===== src/rtl/pattern_detector_pkg.sv =====
// Shared defaults for the configurable serial pattern detector.
package pattern_detector_pkg;

  localparam int         MAX_LEN_DEF     = 8;
  localparam logic [7:0] RST_PATTERN_DEF = 8'b1011_0101;
  localparam int         RST_LEN_DEF     = 8;
  localparam int         MIN_LEN         = 2;

endpackage : pattern_detector_pkg


===== src/rtl/match_counter.sv =====
// Saturating match counter; a clear coincident with an increment yields 1.
module match_counter #(
  parameter int CNT_W = 8
) (
  input  logic             clk,
  input  logic             reset_n,
  input  logic             inc,
  input  logic             clr,
  output logic [CNT_W-1:0] count
);

  localparam logic [CNT_W-1:0] CNT_MAX = '1;
  localparam logic [CNT_W-1:0] CNT_ONE = CNT_W'(1);

  logic [CNT_W-1:0] count_q, count_d;

  // NOTE: next-state logic assigns its default first, so no latch can be inferred.
  always_comb begin
    count_d = count_q;
    if (clr) begin
      count_d = inc ? CNT_ONE : '0;
    end else if (inc && (count_q != CNT_MAX)) begin
      count_d = count_q + CNT_ONE;
    end
  end

  // NOTE: flops use non-blocking assignments so every register samples pre-edge values.
  always_ff @(posedge clk or negedge reset_n) begin
    if (!reset_n) begin
      count_q <= '0;
    end else begin
      count_q <= count_d;
    end
  end

  assign count = count_q;

endmodule : match_counter


===== src/rtl/pattern_detector.sv =====
// Serial pattern detector with runtime-loadable pattern, length and overlap mode.
module pattern_detector
  import pattern_detector_pkg::*;
#(
  parameter int                 MAX_LEN     = MAX_LEN_DEF,
  parameter int                 CNT_W       = 8,
  parameter logic [MAX_LEN-1:0] RST_PATTERN = MAX_LEN'(RST_PATTERN_DEF),
  parameter int                 RST_LEN     = RST_LEN_DEF,
  localparam int                LEN_W       = $clog2(MAX_LEN + 1)
) (
  input  logic               clk,
  input  logic               reset_n,
  input  logic               in_valid,
  input  logic               in_bit,
  input  logic               cfg_load,
  input  logic [MAX_LEN-1:0] cfg_pattern,
  input  logic [LEN_W-1:0]   cfg_len,
  input  logic               cfg_overlap,
  input  logic               cnt_clr,
  output logic               detected,
  output logic [CNT_W-1:0]   match_count,
  output logic               cfg_err
);

  localparam logic [LEN_W-1:0] MAX_FILL  = LEN_W'(MAX_LEN);
  localparam logic [LEN_W-1:0] MIN_LEN_L = LEN_W'(MIN_LEN);
  localparam logic [LEN_W-1:0] RST_LEN_L = LEN_W'(RST_LEN);
  localparam logic [LEN_W-1:0] FILL_ONE  = LEN_W'(1);
  localparam logic [LEN_W:0]   WIDE_ONE  = (LEN_W + 1)'(1);

  logic [MAX_LEN-1:0] hist_q, hist_d;
  logic [MAX_LEN-1:0] pattern_q, pattern_d;
  logic [LEN_W-1:0]   len_q, len_d;
  logic [LEN_W-1:0]   fill_q, fill_d;
  logic               overlap_q, overlap_d;
  logic               det_q, cfg_err_q;

  logic [MAX_LEN:0]   len_mask;
  logic               len_reached;
  logic               match;
  logic               cfg_ok;

  // The window {history, in_bit} is one bit wider than the pattern; the mask
  // keeps only the low len bits, so the oldest history bit never decides a match.
  always_comb begin
    len_mask    = ~({(MAX_LEN + 1){1'b1}} << len_q);
    len_reached = ({1'b0, fill_q} + WIDE_ONE) >= {1'b0, len_q};
    match       = in_valid && !cfg_load && len_reached &&
                  ((({hist_q, in_bit} ^ {1'b0, pattern_q}) & len_mask) == '0);
    cfg_ok      = (cfg_len >= MIN_LEN_L) && (cfg_len <= MAX_FILL);
  end

  always_comb begin
    hist_d    = hist_q;
    pattern_d = pattern_q;
    len_d     = len_q;
    fill_d    = fill_q;
    overlap_d = overlap_q;
    if (cfg_load) begin
      // A coincident sample is dropped; a rejected load touches nothing.
      if (cfg_ok) begin
        pattern_d = cfg_pattern;
        len_d     = cfg_len;
        overlap_d = cfg_overlap;
        fill_d    = '0;
      end
    end else if (in_valid) begin
      hist_d = {hist_q[MAX_LEN-2:0], in_bit};
      if (match && !overlap_q) begin
        fill_d = '0;
      end else if (fill_q != MAX_FILL) begin
        fill_d = fill_q + FILL_ONE;
      end
    end
  end

  always_ff @(posedge clk or negedge reset_n) begin
    if (!reset_n) begin
      hist_q    <= '0;
      pattern_q <= RST_PATTERN;
      len_q     <= RST_LEN_L;
      fill_q    <= '0;
      overlap_q <= 1'b1;
      det_q     <= 1'b0;
      cfg_err_q <= 1'b0;
    end else begin
      hist_q    <= hist_d;
      pattern_q <= pattern_d;
      len_q     <= len_d;
      fill_q    <= fill_d;
      overlap_q <= overlap_d;
      det_q     <= match;
      cfg_err_q <= cfg_load && !cfg_ok;
    end
  end

  match_counter #(
    .CNT_W (CNT_W)
  ) u_match_counter (
    .clk     (clk),
    .reset_n (reset_n),
    .inc     (match),
    .clr     (cnt_clr),
    .count   (match_count)
  );

  assign detected = det_q;
  assign cfg_err  = cfg_err_q;

endmodule : pattern_detector


===== config.mk =====
export PLATFORM = sky130hd
export DESIGN_NAME = pattern_detector
export DESIGN_NICKNAME = d
export VERILOG_FILES = /design/src/rtl/pattern_detector_pkg.sv /design/src/rtl/match_counter.sv /design/src/rtl/pattern_detector.sv
export SDC_FILE = /design/constraint.sdc
export NUM_CORES = 1
export LEC_CHECK = 0
export CAP_MARGIN = 15
export CELL_PAD_IN_SITES_DETAIL_PLACEMENT = 0
export CELL_PAD_IN_SITES_GLOBAL_PLACEMENT = 1
export CORE_ASPECT_RATIO = 0.8
export CORE_MARGIN = 2
export CORE_UTILIZATION = 28
export CTS_CLUSTER_DIAMETER = 30
export DETAILED_ROUTE_END_ITERATION = 12
export HOLD_SLACK_MARGIN = 0.1
export MAX_ROUTING_LAYER = met4
export PLACE_DENSITY = 0.52
export SKIP_LAST_GASP = 1
export SYNTH_ARGS = -nofsm -noshare
export SYNTH_HDL_FRONTEND = slang
export SYNTH_SLANG_ARGS = --single-unit

===== constraint.sdc =====
create_clock -name clk -period 6.4 [get_ports clk]
set_input_delay 1.6 -clock clk [delete_from_list [all_inputs] [get_ports clk]]
set_output_delay 1.6 -clock clk [all_outputs]
set_load 0.005 [all_outputs]

# After elaboration in Yosys (flattened, before gate mapping)
# Cells that the tools add are included.
# word_totals
register_bits	35
output_inout_bits	10
wordCells	47
# classes
addsub	3
magnitude_cmp	3
n_eq_ne	3
shift	1
muxes	8
n_bitwise	4
n_reduce_logical	17
# op_table
operator	count
$mux W4	5
$mux W8	2
$and A9 B9 Y9	1
$logic_not A9 Y1	1
$not A9 Y9	1
$shl A9 B4 Y9 const A	1
$xor A9 B8 Y9	1
$add A8 B1 Y8 const B	1
$ne A8 B8 Y1 const B	1
$logic_and A1 B1 Y1	7
$add A4 B1 Y5 const B	1
$ge A5 B4 Y1	1
$add A4 B1 Y4 const B	1
$ge A4 B2 Y1 const B	1
$le A4 B4 Y1 const B	1
$ne A4 B4 Y1 const B	1
$reduce_and A2 Y1	2
$reduce_bool A2 Y1	2
$logic_not A1 Y1	3
$reduce_and A3 Y1	1
$reduce_bool A3 Y1	1
$ne A2 B1 Y1 const B	1
$mux W1	1
$not A1 Y1	1

# Logic depth before layout (Yosys ltp)
# depth
depth_word	9
mapped_depth	10
mapped_depth_nobuf	9

# By module
# Synthesis repeated with hierarchy kept, for this count alone.
# unflattened
cells_unflattened	184
area_unflattened_um2	1910.6
# modules_own_cells
module	instances	cells_per_inst	area_each_um2
pattern_detector	1	137	1437.6
match_counter	1	47	473.0

# Least setup slack after synthesis
# Ideal clock, no wire load.
# synth_timing
path_kind	input -> register
startpoint	in cfg_load
endpoint	reg u_match_counter.count_q[6], in the netlist u_match_counter.count[6]
t_arrival_ps	2935
t_required_ps	6275
slack_ps	3341
path_stages	8
cell_sequence	nand2b_4 > buf_6 > o21bai_1 > nor4_2 > nand4_1 > buf_2 > nor2_2 > mux2_2
# synth_between
elab_chain_len	6
# synth_rtl
element	line_no	rtl
from (decl)	pattern_detector.sv:15	input logic cfg_load,
$logic_not A1 Y1	pattern_detector.sv:48	match = in_valid && !cfg_load && len_reached &&
$logic_and A1 B1 Y1 (3 in a row)	pattern_detector.sv:48	
$logic_and A1 B1 Y1	match_counter.sv:22	end else if (inc && (count_q != CNT_MAX)) begin
$reduce_bool A2 Y1 (no source line)	--	
to (signal assigned)	match_counter.sv:32	count_q <= count_d;
to (decl)	match_counter.sv:15	logic [CNT_W-1:0] count_q, count_d;
# No other way between the ends.
# A chain may end at the register's enable or synchronous reset.

# Worst setup path in the final report
# layout_timing
startpoint	in cfg_load
endpoint	reg u_match_counter.count_q[5], in the netlist u_match_counter.count[5]
# Same word-level chain as after synthesis.

==> out/metrics.csv <==
stage,metric,value,unit
outcome,status,"finished, final reports clean",
clocking,cts_tree,done,
setup_path,path_max_fanout,15,
die,die_x,95.51,um
yosys,synthTopCellsByCount,"dfrtp_1 (28), mux2_2 (22), o21ai_0 (13), a21oi_1 (10), nand2_1 (9)",
sta,finalSetupTns,0,ns
clocking,postCtsSetupRepairBufs,0,
sta,finalClockSkew,0.006719,ns
routing,dr.pass1.iters,4,
die,fp.dieH,77.21,um
clocking,ctsLongestPathBuffers,2,
yosys,syn_avg_cell_area,10.97,sq um
die,start_util,0.2912,
setup_path,critPathKind,input pin to flop,
grt,grt_overflow_total,0,
clocking,root_buffer,clkbuf_8,
sta,whs,0.5135,ns
setup_path,cp-end-kind,flop,
power,p_leak,0.9627,nW
routing,remaining_drc_errors,0,
die,dieArea,7373,sq um
cells_and_area,synthToLayoutAreaGrowth,25.08,%
sta,slew_violations,0,
yosys,seq_area_frac_synth,0.4716,
setup_path,cp_data_arrival_time,3.93,ns
power,irDropWorstVdd,0.1121,mV
routing,drtIter0Drc,71,
routing,wl_per_cell,13.86,um
run,drv_cap,0,
sta,fmax,266.6,MHz
setup_path,cp_data_required_time,6.58,ns
cells_and_area,nFillCells,647,
yosys,yosysUniqueCellTypes,42,
routing,via_count,1410,
setup_path,start_kind,input pin,
clocking,cts_made_buffers,5,
routing,vias_per_cell,4.913,
grt,first_global_vias,1390,
sta,rsz0062_at_grt,no,
clocking,hold_buffers,0,
clocking,clkLatencyLatePin,0.29,ns
yosys,yosysMostFrequentCell,dfrtp_1,
place,io_buffer_count,28,
yosys,syn-instance-count,171,
min_path,worst_hold_path_type,flop to flop,
yosys,syn-num-nets,197,
clocking,cts.repair.resized,0,
yosys,synth.cell_area,1876,sq um
clocking,cts_sinks,35,
yosys,yosysTopAreaCellShare,0.3736,
power,power.density,300.3,nW/um^2
sta,fin_crit,3.752,ns
yosys,synth_area_leaders,"dfrtp_1 (37%), mux2_2 (13%), dfstp_2 (9.8%), ha_1 (4.7%), o21ai_0 (3.5%)",
yosys,async_reset_ff_frac,1.000,
yosys,synth_enable_flop_cells,0,
sta,final.period_utilization,0.5862,
sta,hold_viol,0,
die,rows,26,
yosys,synth_area_leader_cell,dfrtp_1,
place,dpl.hpwl,2931,um
grt,antenna_found_initial,0,
sta,setup_viol,0,
grt,grt_util_all_layers,0.1233,
sta,tightest_slew,0.6549,ns
routing,drt-total-wl,3979,um
clocking,cts_max_level,2,
yosys,synth_seq_cells,35,
grt,grt_pass1_wl,6755,um
grt,grt_max_degree,36,
yosys,ys_warn_count,0,
routing,antenna_left,0,
cells_and_area,antennaDiodeCount,0,
die,core-area,6441,sq um
cells_and_area,nets,228,
cells_and_area,drive_gt1_frac,0.2167,
yosys,synthFlopType,dfrtp_1,
place,place_congestion,0.8043,
sta,slew-limit-headroom,0.5634,
die,io_pins,29,
clocking,clk_pin_slew,0.08,ns
[power by group]
part / switching, mW / internal (mW) / total [mW]
Sequential: 0.0480 / 0.273 / 0.321
Clock: 0.0824 / 0.116 / 0.198
Combinational: 0.0834 / 0.102 / 0.185
Total: 0.214 / 0.491 / 0.705
[cells by family (layout without fill, tap and decap cells)]
group                      Yosys count  after routing  synth area share
and+or+nand+nor                     48             48            0.1494
AOI/OAI and AO/OA                   38             38            0.1221
DFF                                 35             35            0.4716
muxes                               23             23            0.1374
buffers and inverters               11             43           0.03068
xor gates and xnor gates             9              9           0.04203
adders and majority gates            7              7           0.04670
[metrics by stage]
stage	total power, mW	cells	instance area (sq um)	utilization	worst slack, ns
2_1_floorplan	0.4510	171	1876	-	3.341
3_3_place_gp	0.5060	279	2233	0.3467	2.389
3_5_place_dp	0.5115	279	2233	0.3467	2.344
4_1_cts	0.7172	287	2346	0.3642	2.651
5_1_grt	0.7578	287	2346	0.3642	2.494
6_report	0.7046	287	2346	0.3642	2.648
[flip-flops by register name (all words and copies together) (netlist names)]
name	flops
hist_q	8
pattern_q	8
u_match_counter.count	8
fill_q	4
len_q	4
cfg_err	1
detected	1
overlap_q	1
[final timing paths]
path / from / end / slack [ns] / cells past startpoint
setup / recovery: cfg_load / u_match_counter.count[5] / 2.65 / 7
hold / removal: hist_q[7] / hist_q[7] / 0.51 / 1
setup reg to reg: fill_q[0] / u_match_counter.count[5] / 3.37 / 9
hold reg to reg: hist_q[7] / hist_q[7] / 0.51 / 1
max in group asynchronous: reset_n / len_q[3] / 4.32 / 2
min in group asynchronous: reset_n / u_match_counter.count[2] / 1.73 / 2
[layer usage]
layer	vias up	GRT usage	wire length, um
li1	681	-	-
met3	7	0.03438	148
met2	31	0.1683	1792
met5	-	-	0
met1	691	0.1689	1967
met4	0	0.05571	71
[cell usage in the layout (no fill, tap or decap), types with 2 or more instances in the layout]
cell type	count
mux2_2	22
dfrtp_1	28
xnor2_1	6
or3_1	4
dfstp_2	7
o21bai_1	3
nor2b_1	5
o31ai_1	2
nor2_1	5
nand2b_1	5
o21ai_0	13
ha_1	7
nand4_1	4
clkbuf_8	5
xor2_1	3
nand3_1	3
and3_1	3
o22ai_1	2
a21oi_1	10
clkdlybuf4s50_1	28
nand2_1	9
inv_1	6
a31oi_1	2
[final cells by class]
type                            count  area [sq um]  area share
Multi-Input combinational cell    125         933.4      0.3979
Inverter                            6         22.52    0.009600
Timing Repair Buffer               29         287.8      0.1227
Tap cell                           84         105.1     0.04480
Clock buffer                        5         68.82     0.02933
Sequential cell                    35         884.6      0.3771
Clock inverter                      3         43.79     0.01867
[critical path: stages]
cell             delay (ns)
clkdlybuf4s50_1        0.52
nand2b_4               0.26
o21bai_1               0.19
nor4_2                 0.13
nand4_1                0.50
nor3_1                 0.35
mux2_2                 0.36
Note: power is estimated with default switching activity, not from simulation.
